===== src/rtl/dot_pkg.sv =====
// rtl/dot_pkg.sv - shared types, width derivation and saturation limits for the dot-product engine
// Contents:
//   dot_state_t  : controller state encoding
//   acc_width()  : accumulator width that cannot overflow for a given element width and length
//   sat_umax()   : unsigned saturation value for a res_w-bit result (low res_w bits valid)
//   sat_smax()   : signed positive saturation bit pattern for a res_w-bit result
//   sat_smin()   : signed negative saturation bit pattern for a res_w-bit result
package dot_pkg;

   typedef enum logic [2:0] {
      IDLE    = 3'd0,
      FETCH_A = 3'd1,
      FETCH_B = 3'd2,
      ACC     = 3'd3,
      FINISH  = 3'd4
   } dot_state_t;

   // Product needs 2*data_w bits, the sum of vec_len products adds clog2(vec_len),
   // and one more bit keeps the signed range symmetric.
   function automatic int acc_width(input int data_w, input int vec_len);
      return 2 * data_w + $clog2(vec_len) + 1;
   endfunction

   function automatic logic [63:0] sat_umax(input int res_w);
      return (64'd1 << res_w) - 64'd1;
   endfunction

   function automatic logic [63:0] sat_smax(input int res_w);
      return (64'd1 << (res_w - 1)) - 64'd1;
   endfunction

   // Bit pattern of -2^(res_w-1) within res_w bits.
   function automatic logic [63:0] sat_smin(input int res_w);
      return 64'd1 << (res_w - 1);
   endfunction

endpackage


===== src/rtl/dot_mac_slice.sv =====
// rtl/dot_mac_slice.sv - combinational extend-multiply-add step of the dot product
// Ports:
//   a, b        : DATA_W-bit operands
//   acc         : ACC_W-bit running sum
//   signed_mode : 1 = sign-extend operands, 0 = zero-extend
//   acc_next    : acc + ext(a) * ext(b), ACC_W bits
module dot_mac_slice #(
   parameter int DATA_W = 8,
   parameter int ACC_W  = 20
) (
   input  logic [DATA_W-1:0] a,
   input  logic [DATA_W-1:0] b,
   input  logic [ACC_W-1:0]  acc,
   input  logic              signed_mode,
   output logic [ACC_W-1:0]  acc_next
);

   logic [ACC_W-1:0] a_ext;
   logic [ACC_W-1:0] b_ext;

   assign a_ext = {{(ACC_W - DATA_W){signed_mode & a[DATA_W-1]}}, a};
   assign b_ext = {{(ACC_W - DATA_W){signed_mode & b[DATA_W-1]}}, b};

   // Modulo-2^ACC_W multiply gives the correct two's-complement low bits for
   // both modes, and the true product always fits in ACC_W bits.
   assign acc_next = acc + a_ext * b_ext;

endmodule


===== src/rtl/dot_product_engine.sv =====
// rtl/dot_product_engine.sv - fetches two vectors from scratch memory and multiply-accumulates them
// Build option: DOT_SAT_EN saturates result on overflow (default build truncates).
// Ports:
//   clk, rst_n                 : clock, asynchronous active-low reset
//   start, signed_mode         : run request and operand mode (latched at start)
//   base_a, base_b             : vector base addresses (latched at start, wrap modulo 2^ADDR_W)
//   mem_addr, mem_rd_en        : read request to scratch memory
//   mem_rdata                  : read data, valid one cycle after the request
//   busy, done                 : run in progress / one-cycle result-valid pulse
//   result, overflow, acc_full : reduced result, range flag, full accumulator (held until next run)
module dot_product_engine
   import dot_pkg::*;
#(
   parameter  int DATA_W  = 8,
   parameter  int VEC_LEN = 8,
   parameter  int ADDR_W  = 4,
   parameter  int RES_W   = 8,
   localparam int ACC_W   = acc_width(DATA_W, VEC_LEN)
) (
   input  logic              clk,
   input  logic              rst_n,
   input  logic              start,
   input  logic              signed_mode,
   input  logic [ADDR_W-1:0] base_a,
   input  logic [ADDR_W-1:0] base_b,
   output logic [ADDR_W-1:0] mem_addr,
   output logic              mem_rd_en,
   input  logic [DATA_W-1:0] mem_rdata,
   output logic              busy,
   output logic              done,
   output logic [RES_W-1:0]  result,
   output logic              overflow,
   output logic [ACC_W-1:0]  acc_full
);

   localparam int               IDX_W    = (VEC_LEN > 1) ? $clog2(VEC_LEN) : 1;
   localparam logic [IDX_W-1:0] LAST_IDX = IDX_W'(VEC_LEN - 1);

   dot_state_t        state, state_nxt;
   logic [IDX_W-1:0]  idx;
   logic              mode_r;
   logic [ADDR_W-1:0] base_a_r, base_b_r;
   logic [DATA_W-1:0] a_reg;
   logic [ACC_W-1:0]  acc, acc_next;
   logic              ovf_next;
   logic [RES_W-1:0]  res_next;

   dot_mac_slice #(.DATA_W(DATA_W), .ACC_W(ACC_W)) u_mac (
      .a           (a_reg),
      .b           (mem_rdata),
      .acc         (acc),
      .signed_mode (mode_r),
      .acc_next    (acc_next)
   );

   always_comb begin
      state_nxt = state;
      mem_addr  = '0;
      mem_rd_en = 1'b0;
      busy      = 1'b1;
      done      = 1'b0;
      case (state)
         IDLE: begin
            busy = 1'b0;
            if (start) state_nxt = FETCH_A;
         end
         FETCH_A: begin
            mem_addr  = base_a_r + ADDR_W'(idx);
            mem_rd_en = 1'b1;
            state_nxt = FETCH_B;
         end
         FETCH_B: begin
            mem_addr  = base_b_r + ADDR_W'(idx);
            mem_rd_en = 1'b1;
            state_nxt = ACC;
         end
         ACC: begin
            state_nxt = (idx == LAST_IDX) ? FINISH : FETCH_A;
         end
         FINISH: begin
            done      = 1'b1;
            state_nxt = IDLE;
         end
         default: begin
            busy      = 1'b0;
            state_nxt = IDLE;
         end
      endcase
   end

   // Range check on the final sum: unsigned needs all bits above RES_W clear,
   // signed needs the bits from RES_W-1 upward to be a pure sign extension.
   generate
      if (RES_W < ACC_W) begin : g_ovf
         logic [ACC_W-RES_W-1:0] hi_u;
         logic [ACC_W-RES_W:0]   hi_s;
         assign hi_u     = acc_next[ACC_W-1:RES_W];
         assign hi_s     = acc_next[ACC_W-1:RES_W-1];
         assign ovf_next = mode_r ? !((&hi_s) || !(|hi_s)) : (|hi_u);
      end else begin : g_no_ovf
         assign ovf_next = 1'b0;
      end
   endgenerate

`ifdef DOT_SAT_EN
   localparam logic [63:0] UMAX64 = sat_umax(RES_W);
   localparam logic [63:0] SMAX64 = sat_smax(RES_W);
   localparam logic [63:0] SMIN64 = sat_smin(RES_W);

   always_comb begin
      res_next = acc_next[RES_W-1:0];
      if (ovf_next) begin
         if (!mode_r)                res_next = UMAX64[RES_W-1:0];
         else if (acc_next[ACC_W-1]) res_next = SMIN64[RES_W-1:0];
         else                        res_next = SMAX64[RES_W-1:0];
      end
   end
`else
   assign res_next = acc_next[RES_W-1:0];
`endif

   always_ff @(posedge clk or negedge rst_n) begin
      if (!rst_n) begin
         state    <= IDLE;
         idx      <= '0;
         mode_r   <= 1'b0;
         base_a_r <= '0;
         base_b_r <= '0;
         a_reg    <= '0;
         acc      <= '0;
         result   <= '0;
         overflow <= 1'b0;
         acc_full <= '0;
      end else begin
         state <= state_nxt;
         case (state)
            IDLE: begin
               if (start) begin
                  mode_r   <= signed_mode;
                  base_a_r <= base_a;
                  base_b_r <= base_b;
                  acc      <= '0;
                  idx      <= '0;
               end
            end
            FETCH_B: a_reg <= mem_rdata;
            ACC: begin
               acc <= acc_next;
               if (idx != LAST_IDX) begin
                  idx <= idx + 1'b1;
               end else begin
                  // Loaded on the edge into FINISH so they are valid alongside done.
                  result   <= res_next;
                  overflow <= ovf_next;
                  acc_full <= acc_next;
               end
            end
            default: ;
         endcase
      end
   end

endmodule

===== config.mk =====
export PLATFORM = sky130hd
export DESIGN_NAME = dot_product_engine
export DESIGN_NICKNAME = d
export VERILOG_FILES = /design/src/rtl/dot_pkg.sv /design/src/rtl/dot_mac_slice.sv /design/src/rtl/dot_product_engine.sv
export SDC_FILE = /design/constraint.sdc
export NUM_CORES = 1
export LEC_CHECK = 0
export ABC_AREA = 0
export CAP_MARGIN = 10
export CORE_MARGIN = 1.5
export CORE_UTILIZATION = 40
export CTS_CLUSTER_DIAMETER = 30
export DETAILED_ROUTE_END_ITERATION = 8
export SETUP_SLACK_MARGIN = 0.5
export SLEW_MARGIN = 20
export SYNTH_ARGS = -nofsm -noshare
export SYNTH_HDL_FRONTEND = slang
export SYNTH_SLANG_ARGS = --single-unit
export TNS_END_PERCENT = 50

===== constraint.sdc =====
create_clock -name clk -period 21 [get_ports clk]
set_clock_uncertainty 0.1 [all_clocks]
set_input_delay 5.25 -clock clk [delete_from_list [all_inputs] [get_ports clk]]
set_output_delay 5.25 -clock clk [all_outputs]
set_load 0.1 [all_outputs]

==> impl.org, run 1 <==
** Routing
- First drt pass iteration count :: 4
- Vias per cell :: 5.08
- Dividing the detail-routed wire length by the instance count gives 14.9 um.
- DRC violations left :: 0
- Initial DRC count :: 195
- DR vias :: 4954
- Aggregate routed wire length :: 14500 um
- Remaining antenna violation count :: 0

** STA
- Least-Margin Pin Slew :: 990 ps
- Relative max-transition margin :: 33.8%
- On the final layout, the worst hold slack is 371 ps.
- Max Transition Viols Final :: 0
- Tcrit/Tclk final :: 61.7%
- Final setup vio count :: 0
- For the final routed database, the setup TNS stands at 0 ps.
- Setup repair after global routing left no endpoint under its margin.
- Hold Violations, Final :: 0
- Final critical-path required period :: 12950 ps
- Based on the critical path, the design can be clocked at up to 77.2 MHz.

** Setup path
- For this design, the slowest cell found on the critical path is sky130_fd_sc_hd__clkdlybuf4s50_1.
- Type of the worst setup path :: in -> reg
- Required time of the critical path :: 21120 ps
- R2r startpoint :: mode_r$_DFFE_PN0P_
- In this run the worst path has a maximum fanout of 11.
- The worst setup path is captured at a register.
- The endpoint identified for the worst register-to-register timing path is overflow$_DFFE_PN0P_.
- The largest single stage delay on the critical path is 640 ps.
- The worst register-to-register path has a setup slack of 13040 ps.
- Measured in cells, the most critical reg-to-reg path has a length of 29.
- The worst setup path is launched from an input pin.
- For the worst setup path, the data arrival time is 13070 ps.

** Die
- The initial utilization of the core area, before any placement, comes to 40.7%.
- Die Wd :: 133 um
- Number of placement rows :: 47
- Io pins :: 56
- In this run the vertical extent of the chip is 133 um.
- The die covers 17600 sq um.
- The floorplan step defined a core boundary enclosing 16500 sq um.

** Finish
- Proportion of layout cells with a drive suffix above 1 :: 7.28%
- Most used cells in the layout excluding fill and tap cells :: sky130_fd_sc_hd__nand2_1 (96), sky130_fd_sc_hd__inv_1 (90), sky130_fd_sc_hd__fa_1 (72)
- Post-layout net count :: 905
- From synthesis to final layout, the design area changed by 15.7%.
- The library cell used most frequently in the layout, excluding fill and tap cells, is sky130_fd_sc_hd__nand2_1.
- Diodes inserted :: 0
- Max reg flops :: 20

** GRT
- Global routing used 17.7% of the available tracks.
- The initial antenna violation count is 0.
- In the global route stage, met1 resource usage came out at 22.1%.
- Vias in the first global route :: 5228
- First-pass GRT wire length :: 24900 um
- Global routing consumed, on the met3 layer, 2.72% of the routing resources.
- Global-route met2 utilization :: 31.6%
- Total overflow reported by the global router :: 0
- Busiest metal layer after global routing :: met2
- Largest net degree at the start of global routing :: 65

** Logic synthesis
- Number of enable flip-flop cells after synthesis :: 0
- In this run, synthesis produced a sequential element count of 64.
- In the post-synthesis netlist, the biggest area contributors are sky130_fd_sc_hd__dfrtp_1 (24%), sky130_fd_sc_hd__fa_1 (21%), sky130_fd_sc_hd__ha_1 (12%).
- Summed over all instances, the cell type with the most area after synthesis is sky130_fd_sc_hd__dfrtp_1.
- Cell area after synthesis :: 6720 sq um
- Counting every net in the synthesized netlist gives 867.
- Sequential element share of the synthesized area :: 23.8%
- Average cell area after synthesis :: 9.44 sq um
- For this run, the leading register cell type out of synthesis is sky130_fd_sc_hd__dfrtp_1.
- Of all flip-flops after synthesis, the portion carrying an async set or reset was 100%.
- The number of different library cells used by synthesis comes to 52.
- Synthesis handed over a netlist of 712 instances.
- During synthesis, Yosys emitted a total of 0 warnings.
- The synthesized design devotes to its leading area cell type 23.8% of total area.

** Clock tree
- Hold repair after CTS inserted 0 buffers.
- Number of gates resized after cts :: 0
- H-Tree Depth :: 3
- For the worst-skew pair, the clock arrives at the later sink with an insertion delay of 330 ps.
- Clock root cell :: sky130_fd_sc_hd__clkbuf_16
- Post-CTS repair timing setup buffer count :: 0
- Maximum root-to-sink buffer count :: 2
- CTS tree :: done
- Clock slew at the register clock pins of the worst setup and hold paths :: 60 ps
- CTS buffer count :: 9
- Clk sink count :: 64

** Run status
- The flow ran to the end, and the final reports show no timing, DRC or antenna violations.

** Worst hold path
- The worst hold path terminates at acc_full[8]$_DFFE_PN0P_.
- Number of cells on the worst hold path :: 2
- Worst min-delay path startpoint :: acc_full[8]$_DFFE_PN0P_
- Min-delay worst type :: reg -> reg

** Placement
- In this run the tool buffered the top-level ports with 55 buffer cells.
- Detailed Place HPWL :: 11500 um
- At the end of routability-driven placement, the weighted congestion stood at 0.903.

** Flow run
- Number of maximum-capacitance constraint violations :: 0
## metal layers
metal | vias up | part of all wire, %
met3 | 19 | 2.9
met5 | - | 0
li1 | 2410 | -
met4 | 0 | 1.6
met2 | 69 | 51
met1 | 2456 | 44
## through the flow
stage	cell area (sq um)	util, %	setup WS (ps)	cells
floorplan	6720	-	9030	712
global placement	7430	44.9	8010	959
detailed placement	7430	44.9	7680	959
CTS	7770	47.0	8020	975
global route	7770	47.0	7520	975
finish	7770	47.0	8050	975
## critical path, delay by kind of cell
kind            cells  cell delay (ps)
compound gates      7             1430
xor+xnor            2              390
fa+ha+maj           7             3270
buf+inv             6              950
simple gates        8             1760
## cells in the mapped netlist (6+ instances only)
cell	count
sky130_fd_sc_hd__nand2_1	96
sky130_fd_sc_hd__inv_1	90
sky130_fd_sc_hd__fa_1	72
sky130_fd_sc_hd__dfrtp_1	64
sky130_fd_sc_hd__ha_1	63
sky130_fd_sc_hd__and2_1	42
sky130_fd_sc_hd__o21ai_0	33
sky130_fd_sc_hd__nor2_1	32
sky130_fd_sc_hd__xnor2_1	29
sky130_fd_sc_hd__clkbuf_1	23
sky130_fd_sc_hd__mux2_2	22
sky130_fd_sc_hd__a21oi_1	18
sky130_fd_sc_hd__o22ai_1	16
sky130_fd_sc_hd__nor3_1	10
sky130_fd_sc_hd__buf_4	8
sky130_fd_sc_hd__xor2_1	8
sky130_fd_sc_hd__nand2b_1	7
sky130_fd_sc_hd__nand3_1	6
## worst max path at each step
stage | from | endpoint | slack, ps
after CTS | mem_rdata[7] | overflow$_DFFE_PN0P_ | 8020
after global placement | mem_rdata[7] | overflow$_DFFE_PN0P_ | 8010
final | mem_rdata[7] | overflow$_DFFE_PN0P_ | 8050
after detailed placement | mem_rdata[7] | overflow$_DFFE_PN0P_ | 7680
after global routing | mem_rdata[7] | overflow$_DFFE_PN0P_ | 7520
after floorplan | mem_rdata[7] | overflow$_DFFE_PN0P_ | 9030
## kinds of logic after synthesis
logic type,share of synthesized area (%)
compound gates,11.2
mux,3.98
xor+xnor,4.82
buf+inv,7.28
simple gates,15.7
fa+ha+maj,33.2
flops,23.8
## layout make-up
cell class                 instances  area, sq um
timing repair buffer              59          576
sequential                        64         1600
multi-input combinational        526         4640
inverter                          90          338
clock buffer                      11          243
fill                            1556         8750
tap                              220          275
clock inverter                     5          104
Power of run 1 is left out: the tool's default activity adds up to more than one toggle a clock period on the data nets, which glitch-free logic cannot reach.
==> run 2, diff against run 1 <==
==> constraint.sdc (replaced) <==
create_clock -name clk -period 12.9 [get_ports clk]
set_clock_uncertainty 0.1 [all_clocks]
set_input_delay 3.225 -clock clk [delete_from_list [all_inputs] [get_ports clk]]
set_output_delay 3.225 -clock clk [all_outputs]
set_load 0.1 [all_outputs]
==> impl.org, run 2 (same netlist as run 1, synthesis figures left out) <==
** STA
- The final setup violation count is 0 (unchanged).
- Hold Violations, Final :: 0 (unchanged)
- Tcrit/Tclk final :: 85.1%
- Relative max-transition margin :: 33.9% (+0.082 points)
- Max Transition Viols Final :: 0 (unchanged)
- Setup repair after global routing left no endpoint under its margin.
- The slew at the pin with the worst max-slew slack is 989 ps (-1.23 ps).
- The smallest clock period supported by the final layout is computed as 10980 ps.
- Max Clock Freq :: 91.1 MHz
- The final-layout setup total negative slack was 0 ps (unchanged).
- Final Worst Setup Slack :: 1920 ps (-6130 ps)

** Routing
- Average routed wire per standard cell :: 15.0 um (+0.65%)
- The final routed DRC violation total was 0 (unchanged).
- Vias per cell :: 5.10 (+0.44%)
- The number of design-rule violations left by the first detailed-router iteration is 205 (+5.1%).
- First drt pass iteration count :: 5 (+1)
- The number of antenna-violating nets in the routed design is 0 (unchanged).
- Aggregate routed wire length :: 14600 um (+0.65%)
- DR vias :: 4976 (+0.44%)

** Setup path
- Crit path largest cell delay :: 640 ps (about the same)
- Worst Setup Start Kind :: input pin
- Arrival @ worst endpoint :: 11100 ps (-1970 ps)
- The critical path is of the in -> reg type.
- Critical Path Sink Type :: register
- Required time of the critical path :: 13020 ps (-8100 ps)
- CP max-delay cell :: sky130_fd_sc_hd__clkdlybuf4s50_1
- Biggest fanout along the worst timing path :: 11 (unchanged)

** GRT
- First-pass GRT wire length :: 25000 um (+0.17%)
- Overall global routing resource usage :: 17.7% (-0.061 points)
- The overall overflow remaining after global route is 0 (unchanged).
- The largest net degree at the start of global routing was 65 (unchanged).
- The initial antenna violation count came to 0 (unchanged).
- The via count of the first global-routing pass came to 5280 (+0.99%).

** Die
- Initial standard-cell utilization of the core :: 40.7% (unchanged)
- The width of the die came to 133 um (unchanged).
- The total I/O pin count was 56 (unchanged).
- Number of placement rows :: 47 (unchanged)
- Floorplan Core Area :: 16500 sq um (unchanged)
- DIE AREA :: 17600 sq um (unchanged)
- Vertical die dimension :: 133 um (unchanged)

** Finish
- In the layout the commonest cells are sky130_fd_sc_hd__nand2_1 (96), sky130_fd_sc_hd__inv_1 (90), sky130_fd_sc_hd__fa_1 (72).
- The final net count is 905 (unchanged).
- The fraction of final layout cells with drive strength greater than 1 came to 7.42% (+0.13 points).
- The diode insertion count for antenna repair is 0 (unchanged).
- Most common library cell in the layout ignoring fill and taps :: sky130_fd_sc_hd__nand2_1
- The number of flip-flops under the largest register name is 20 (unchanged).
- Layout Area Growth over Synthesis :: 15.4%

** Clock tree
- The cts-stage hold buffer count came to 0 (unchanged).
- The register clock-pin slew on the reported worst setup and hold paths was 60 ps (about the same).
- TritonCTS built the clock tree.
- The number of buffers between clock root and the deepest sink is 2 (unchanged).
- The worst-skew pair later-pin latency came to 340 ps (about the same).
- Clock tree synthesis selected as its root buffer the cell sky130_fd_sc_hd__clkbuf_16.
- Post-CTS repair timing setup buffer count :: 0 (unchanged)
- H-Tree Depth :: 3 (unchanged)
- The total CTS buffers was 9 (unchanged).
- Number of gates resized after cts :: 0 (unchanged)
- Clk sink count :: 64 (unchanged)

** Placement
- I/O Buffers :: 55 (unchanged)
- Weighted congestion at the end of routability-driven global placement :: 0.903 (about the same)
- Detailed Place HPWL :: 11400 um (-0.44%)
- The pre-CTS worst setup slack is 1610 ps (-6070 ps).

** Run status
- Outcome :: completed

** Worst hold path
- Min-delay worst type :: reg -> reg

** Flow run
- The max-capacitance violation count was 0 (unchanged).
## run 2: cell count changes in the layout (fill, tap and decap cells not counted)
cell	change
sky130_fd_sc_hd__clkbuf_8	-1
sky130_fd_sc_hd__inv_6	+2
sky130_fd_sc_hd__bufinv_16	-1
sky130_fd_sc_hd__clkinvlp_4	+1
sky130_fd_sc_hd__clkbuf_1	-1
sky130_fd_sc_hd__clkinv_2	-1
sky130_fd_sc_hd__clkinv_4	+1
## run 2: worst max-delay path: cells and delay by family
| kind | cells | cell delay [ps] |
|---|---|---|
| XOR/XNOR | 2 | 390 |
| AND/OR/NAND/NOR | 8 | 1800 |
| buffers and inverters | 6 | 960 |
| adder cells (fa/ha/maj) | 7 | 3280 |
| AO/OA/AOI/OAI | 7 | 1420 |
## run 2: metrics by stage
stage	hold slack (ps)	instances	area [sq um]	utilization, %
floorplan	356	712	6720	-
global placement	359	959	7430	44.9
detailed placement	362	959	7430	44.9
CTS	377	975	7750	46.9
global route	419	975	7750	46.9
finish	372	975	7750	46.9
## run 2: layout make-up
class | instances | area (sq um)
clock inverter | 7 | 103
fill | 1566 | 8770
sequential | 64 | 1600
multi-input combinational | 526 | 4640
timing repair buffer | 59 | 576
tap | 220 | 275
inverter | 90 | 338
clock buffer | 9 | 225
## run 2: worst paths after layout
kind                                          from                       end  slack (ps)  cells after the start
setup / recovery                      mem_rdata[7]      overflow$_DFFE_PN0P_        1920                     30
hold / removal             acc_full[8]$_DFFE_PN0P_   acc_full[8]$_DFFE_PN0P_         370                      2
setup reg to reg                mode_r$_DFFE_PN0P_      overflow$_DFFE_PN0P_        4870                     29
hold reg to reg            acc_full[8]$_DFFE_PN0P_   acc_full[8]$_DFFE_PN0P_         370                      2
max in group asynchronous                    rst_n        acc[1]$_DFFE_PN0P_        9160                      2
min in group asynchronous                    rst_n  acc_full[16]$_DFFE_PN0P_        2980                      2
## run 2: layer usage
layer  part of all wire [%]  GRT usage [%]  vias up
li1                       -              -     2417
met1                     45           21.7     2460
met2                     51           31.5       79
met3                    3.1           3.41       20
met4                    1.4           5.31        0
met5                      0              0        -
Power of run 2 is left out for the same reason.
==> run 3, diff against run 2 <==
--- a/config.mk
+++ b/config.mk
@@ -7,7 +7,7 @@
 export LEC_CHECK = 0
 export ABC_AREA = 0
 export CAP_MARGIN = 10
-export CORE_MARGIN = 1.5
+export CORE_MARGIN = 2
 export CORE_UTILIZATION = 40
 export CTS_CLUSTER_DIAMETER = 30
 export DETAILED_ROUTE_END_ITERATION = 8
==> impl.org, run 3 (same netlist as run 1, synthesis figures left out) <==
** Setup path
- The maximum fanout along the worst path came to 11 (unchanged).
- The required time reported for the critical path endpoint came to 13030 ps (about the same).
- The largest individual stage delay along the critical path comes from the cell sky130_fd_sc_hd__clkdlybuf4s50_1.
- Arrival @ worst endpoint :: 11040 ps (-60 ps)
- Type of the worst setup path :: in -> reg
- Crit path largest cell delay :: 630 ps (about the same)
- The worst setup path is captured at a register.
- The worst setup path is launched from an input pin.

** GRT
- Largest net degree at the start of global routing :: 65 (unchanged)
- The via count of the first global-routing pass came to 5165 (-2.2%).
- The initial antenna violation count came to 0 (unchanged).
- The overall overflow remaining after global route came to 0 (unchanged).
- First-pass GRT wire length :: 25200 um (+1.1%)
- Overall global routing resource usage :: 17.7% (about the same)

** Run status
- Outcome :: completed

** STA
- The slew at the pin with the worst max-slew slack came to 979 ps (-9.87 ps).
- Setup repair after global routing left no endpoint under its margin.
- Tcrit/Tclk final :: 84.6% (-0.47 points)
- Relative max-transition margin :: 34.5% (+0.66 points)
- Hold Violations, Final :: 0 (unchanged)
- The maximum operating frequency was 91.6 MHz (+0.55%).
- Final setup vio count :: 0 (unchanged)
- The final critical-path required period is 10920 ps (-60.3 ps).
- The final-layout setup total negative slack came to 0 ps (unchanged).
- Max Transition Viols Final :: 0 (unchanged)

** Routing
- First drt pass iteration count :: 4 (-1)
- Remaining antenna violation count :: 0 (unchanged)
- Vias per cell :: 5.10 (about the same)
- The number of design-rule violations left by the first detailed-router iteration came to 297 (+45%).
- The total via count in the routed design was 4977 (+0.020%).
- The final routed DRC violation total was 0 (unchanged).
- Average routed wire per standard cell :: 15.0 um (+0.49%)
- Aggregate routed wire length :: 14700 um (+0.49%)

** Die
- The area of the die came to 17900 sq um (+1.5%).
- Vertical die dimension :: 134 um (+0.75%)
- Number of placement rows :: 47 (unchanged)
- Floorplan Core Area :: 16500 sq um (unchanged)
- The initial standard-cell utilization of the core was 40.7% (unchanged).
- The total I/O pin count was 56 (unchanged).
- Die Wd :: 134 um (+0.75%)

** Flow run
- The max-capacitance violation count is 0 (unchanged).

** Finish
- Fin area :: 7750 sq um (unchanged)
- Post-layout net count :: 905 (unchanged)
- Leaving out fill and tap cells, the most frequent cell in the layout is sky130_fd_sc_hd__nand2_1.
- Layout Area Growth over Synthesis :: 15.4% (unchanged)
- The diode insertion count for antenna repair came to 0 (unchanged).
- Max reg flops :: 20 (unchanged)
- Most used cells in the layout excluding fill and tap cells :: sky130_fd_sc_hd__nand2_1 (96), sky130_fd_sc_hd__inv_1 (90), sky130_fd_sc_hd__fa_1 (72)
- Proportion of layout cells with a drive suffix above 1 :: 7.42% (unchanged)

** Clock tree
- Number of gates resized after cts :: 0 (unchanged)
- Maximum root-to-sink buffer count :: 2 (unchanged)
- Cts hold-fix bufs :: 0 (unchanged)
- The total CTS buffers was 9 (unchanged).
- Clock slew at the register clock pins of the worst setup and hold paths :: 60 ps (about the same)
- The TritonCTS sink count came to 64 (unchanged).
- The buffer count from post-CTS setup fixing is 0 (unchanged).
- TritonCTS built the clock tree.
- The tree is rooted in a sky130_fd_sc_hd__clkbuf_16.
- Clock latency on the worst-skew pair :: 340 ps (about the same)
- H-Tree Depth :: 3 (unchanged)

** Worst hold path
- The path class of the tightest hold or removal check is reg -> reg.

** Placement
- The weighted congestion at the end of routability-driven global placement was 0.872 (-3.4%).
- Detailed Place HPWL :: 11600 um (+1.0%)
- The total placed instance area was 7430 sq um (unchanged).
- I/O Buffers :: 55 (unchanged)
==> run 3: cell counts in the layout (fill, tap and decap cells not counted) <==
Identical to the previous run, type by type.
==> run 3: per-layer routing <==
layer  GRT usage, %  wire length (um)
met1           22.1              6230
met2           31.3              7730
met3           3.12               506
met4           5.08               197
met5              0                 0
==> run 3: stage by stage <==
stage               utilization [%]  instances  setup WS [ps]  hold slack [ps]
floorplan                         -        712           2960              356
global placement               44.9        959           1940              359
detailed placement             44.9        959           1590              366
CTS                            46.9        975           1950              382
global route                   46.9        975           1360              410
finish                         46.9        975           1980              374
==> run 3: path summary, 6_finish.rpt <==
| check | end | start | slack [ps] | cells past startpoint |
|---|---|---|---|---|
| worst max register to register | overflow$_DFFE_PN0P_ | mode_r$_DFFE_PN0P_ | 4850 | 29 |
| worst min-delay path | acc_full[8]$_DFFE_PN0P_ | acc_full[8]$_DFFE_PN0P_ | 370 | 2 |
| worst min register to register | acc_full[8]$_DFFE_PN0P_ | acc_full[8]$_DFFE_PN0P_ | 370 | 2 |
| min in group asynchronous | state[0]$_DFFE_PN0P_ | rst_n | 2980 | 2 |
| max in group asynchronous | a_reg[7]$_DFFE_PN0P_ | rst_n | 9180 | 2 |
| worst max-delay path | overflow$_DFFE_PN0P_ | mem_rdata[7] | 1980 | 30 |
==> run 3: final cells by class <==
type | count | area [sq um]
fill | 1531 | 8770
multi-input combinational | 526 | 4640
sequential | 64 | 1600
timing repair buffer | 59 | 576
inverter | 90 | 338
tap | 220 | 275
clock buffer | 9 | 225
clock inverter | 7 | 103
==> run 3: critical path, delay by kind of cell <==
kind | cells | cell delay (ps)
AO/OA/AOI/OAI | 7 | 1390
XOR/XNOR | 2 | 390
adder cells (fa/ha/maj) | 7 | 3310
buffers and inverters | 6 | 940
AND/OR/NAND/NOR | 8 | 1780
Power of run 3 is left out for the same reason.
==> variant 1 (config.mk and constraints of run 1) <==
Put one more register stage on the output `overflow`, without a reset. The value now appears one clock later. The other outputs are not delayed to match.
--- a/src/rtl/dot_product_engine.sv
+++ b/src/rtl/dot_product_engine.sv
@@ -36,4 +36,6 @@
    localparam int               IDX_W    = (VEC_LEN > 1) ? $clog2(VEC_LEN) : 1;
    localparam logic [IDX_W-1:0] LAST_IDX = IDX_W'(VEC_LEN - 1);
+
+   logic overflow_s0;
 
    dot_state_t        state, state_nxt;
@@ -130,5 +132,5 @@
          acc      <= '0;
          result   <= '0;
-         overflow <= 1'b0;
+         overflow_s0 <= 1'b0;
          acc_full <= '0;
       end else begin
@@ -152,5 +154,5 @@
                   // Loaded on the edge into FINISH so they are valid alongside done.
                   result   <= res_next;
-                  overflow <= ovf_next;
+                  overflow_s0 <= ovf_next;
                   acc_full <= acc_next;
                end
@@ -161,3 +163,7 @@
    end
 
+   always_ff @(posedge clk) begin
+      overflow <= overflow_s0;
+   end
+
 endmodule
Behaviour: same outputs for any inputs over 10 cycles, from zero or initial values and one cycle with rst_n low; that may be too few to reach the edited logic, so the function may still have changed.
==> variant 1 against run 1 <==
  * Worst hold slack lost 0.072 ns
  * Final area decreased by 1.1%
  * Register-to-register slack improved by 0.40 ns
  * Via count fell by 0.38%
  * Routed wire length about the same
  * Synthesized area about the same
  * Die area hardly changed
  * Sequential cell count up 1
  * Setup slack improved by 0.32 ns
  * Critical path type unchanged
  * Critical endpoint is now overflow_s0
  * Highest routed layer unchanged
Power is left out: the tool's default activity adds up to more than one toggle a clock period on the data nets, which glitch-free logic cannot reach.
==> variant 1: results (changes against run 1) <==
- # fillers: 1543 (-0.84%)
- Leading cell types by count after synthesis: 93 x inv_1, 86 x nand2_1, 72 x fa_1
- Multi-In Gates: 516 (-1.9%)
- Routed WL per cell: 15.0 um (+0.63%)
- Die W: 133 um (about the same)
- Sequential-to-total area share from yosys stat: 24.1% (+0.30 points)
- First-pass GRT wire length: 25000 um (+0.11%)
- Vias in the first global route: 5177 (-0.98%)
- Global Route met2 Usage: 30.1% (-1.5 points)
- GRT Util Overall: 17.7% (about the same)
- First DRT Iteration DRCs: 251 (+29%)
- TritonRoute pass-1 iters: 5 (+1)
- Cells after Synth: 709 (-0.42%)
- Clock Network Area Fraction: 3.57% (-0.89 points)
- Status: finished, final reports clean
- Post-placement worst setup slack: 8.08 ns (+0.400 ns)
- Final non-clock buffer share: 7.49% (+0.086 points)
- CTS Sinks: 65 (+1.6%)
- DRT Wirelength: 14500 um (about the same)
- Grt met1 use: 21.9% (-0.15 points)
- FFs w/ async S/R, synth: 98.5% (-1.5 points)
- Worst Tran Pin Value: 0.981 ns (-0.00923 ns)
- Area growth syn-to-layout: 14.4%
- Routed vias: 4935 (-0.38%)
- Area after DPL: 7410 um^2 (-0.25%)
- Netlist cell types: 61 (+17%)
- Post-layout nets: 899 (-0.66%)
[variant 1: logic make-up (layout without fill, tap and decap cells)]
group	count (synthesis)	after routing	synth area share (%)
fa+ha+maj	135	135	33.2
simple gates	217	217	16.2
compound gates	105	105	10.4
xor+xnor	38	38	4.95
mux	21	21	3.50
flops	65	65	24.1
buf+inv	128	168	7.71
[variant 1: worst paths after layout]
| path | from | endpoint | slack [ns] | depth (start not counted) |
|---|---|---|---|---|
| max | mem_rdata[7] | overflow_s0 | 8.37 | 29 |
| min | overflow_s0 | overflow | 0.30 | 0 |
| max reg2reg | mode_r | overflow_s0 | 13.44 | 28 |
| min reg2reg | overflow_s0 | overflow | 0.30 | 0 |
| max in group asynchronous | rst_n | a_reg[7] | 15.24 | 2 |
| min in group asynchronous | rst_n | acc_full[16] | 5.01 | 2 |
[variant 1: layer usage]
layer  vias to the layer above  share of wire, %
met5                         -                 0
met1                      2423                42
li1                       2377                 -
met2                       106                50
met4                         0               3.1
met3                        29               4.0
==> variant 2 (flow settings as in run 1) <==
Without the edit above. The parameter `RES_W` goes from 8 to 6.
--- a/src/rtl/dot_product_engine.sv
+++ b/src/rtl/dot_product_engine.sv
@@ -15,5 +15,5 @@
    parameter  int VEC_LEN = 8,
    parameter  int ADDR_W  = 4,
-   parameter  int RES_W   = 8,
+   parameter  int RES_W   = 6,
    localparam int ACC_W   = acc_width(DATA_W, VEC_LEN)
 ) (
Interface: changed (resized result); port bits go from 56 to 54. The function was not compared with the original's and may differ.
==> variant 2 against run 1 <==
  * Setup slack better by 0.072 ns
  * Synthesized area increased by 3.1%
  * Routed wire length increased by 8.7%
  * Non-clock buffer count is 2 lower
  * Critical path type unchanged
  * Largest cell class unchanged
  * Final area up 2.5%
  * Sequential cell count stayed put
  * Highest routed layer unchanged
  * Die area up 3.0%
  * Count of clock-buffer cells in the layout is 1 lower
  * Worst hold slack improved by 0.012 ns
Power is left out: the tool's default activity adds up to more than one toggle a clock period on the data nets, which glitch-free logic cannot reach.
==> variant 2: results (changes against run 1) <==
- Status: finished, final reports clean
- Post-DP HPWL: 12300 um (+7.2%)
- HP Class: register to register
- Worst Tran Pin Value: 1.01 ns (+0.0174 ns)
- Slowest cell on crit path: clkdlybuf4s50_1
- Clock Network Area Fraction: 4.44% (-0.015 points)
- Synth area leaders: dfrtp_1 23%, fa_1 21%, ha_1 11%
- Smallest hold slack: 0.382 ns (+0.0116 ns)
- Arr. time, crit path: 12.99 ns (-0.08 ns)
- # fillers: 1569 (+0.84%)
- Leading cell types by count after synthesis: 103 x nand2_1, 93 x inv_1, 72 x fa_1
- Final non-clock buffer share: 6.97% (-0.43 points)
- Sequential cell area share: 20.1% (-0.50 points)
- DRT Wirelength: 15800 um (+8.7%)
- Syn Nets: 908 (+4.7%)
- Max incr delay on CP: 0.65 ns
- Invs w/o clock: 93 (+3.3%)
- GRT Util Overall: 19.0% (+1.3 points)
- Synth top area share: 23.1% (-0.71 points)
- Setup slack, reg-to-reg: 13.22 ns (+0.18 ns)
- Via density: 5.21 (+2.6%)
- Fraction of layout cells with a size suffix above 1: 7.19% (-0.097 points)
- Netlist cell types: 60 (+15%)
- Non-Filler Instances: 1013 (+3.9%)
- Reg2Reg Depth: 27 (-6.9%)
- Worst-Skew Late Latency: 0.35 ns (+0.02 ns)
- Port-buffer cells: 53 (-3.6%)
- Area after DPL: 7610 um^2 (+2.5%)
- Initial antenna violation count: 0 (unchanged)
- Synthesis Warnings: 0 (unchanged)
- Cts bufs inserted: 9 (unchanged)
- Hold_sp: acc_full[9]
- Seq cells: 64 (unchanged)
- Vias in the first global route: 5544 (+6.0%)
- Post-layout nets: 943 (+4.2%)
- Multi-In Gates: 563 (+7.0%)
- Clock transition at the registers of the reported paths: 0.06 ns (about the same)
- Fraction of area in multi-input gates: 60.7% (+1.0 points)
- Hold Fails Final Rpt: 0 (unchanged)
- Hold Path Cell Cnt: 2 (unchanged)
- TritonRoute pass-1 iters: 4 (unchanged)
- FFs w/ async S/R, synth: 100% (unchanged)
- Sequential-to-total area share from yosys stat: 23.1% (-0.71 points)
- First-pass GRT wire length: 27100 um (+8.9%)
- Cells after Synth: 753 (+5.8%)
- Post-synthesis cell area: 6930 um^2 (+3.1%)
- Signal buffers: 57 (-3.4%)
- Gp weighted congestion: 0.872 (-3.4%)
- Post-placement worst setup slack: 7.84 ns (+0.161 ns)
- Clock buf count: 10 (-1)
- Root Buffer: clkbuf_16
- Critical-path maximum fanout: 11 (unchanged)
- Fin area: 7970 um^2 (+2.5%)
- WHS Endpoint: acc_full[9]
- First DRT Iteration DRCs: 241 (+24%)
-- variant 2: changes by cell type after synthesis, moves of 3 or more --
| cell | change |
|---|---|
| nor3_1 | +6 |
| a31oi_1 | +3 |
| mux2i_1 | +3 |
| a21oi_1 | +6 |
| nand2_1 | +7 |
| inv_1 | +3 |
| xnor2_1 | -7 |
| o21ai_0 | -6 |
| nand3_1 | +4 |
| or2_2 | +4 |
-- variant 2: metal layers --
metal	GRT usage [%]	up-vias	wire length, um
met1	24.7	2614	7260
met2	32.7	87	7780
li1	-	2556	-
met3	2.74	23	416
met4	6.33	0	299
met5	0	-	0
-- variant 2: kinds of logic after synthesis --
logic type	Yosys count	synth area share, %
AO/OA/AOI/OAI	112	10.8
XOR/XNOR	30	3.79
adder cells (fa/ha/maj)	135	32.2
buffers and inverters	126	7.19
flip-flops	64	23.1
multiplexers	26	4.14
AND/OR/NAND/NOR	260	18.8
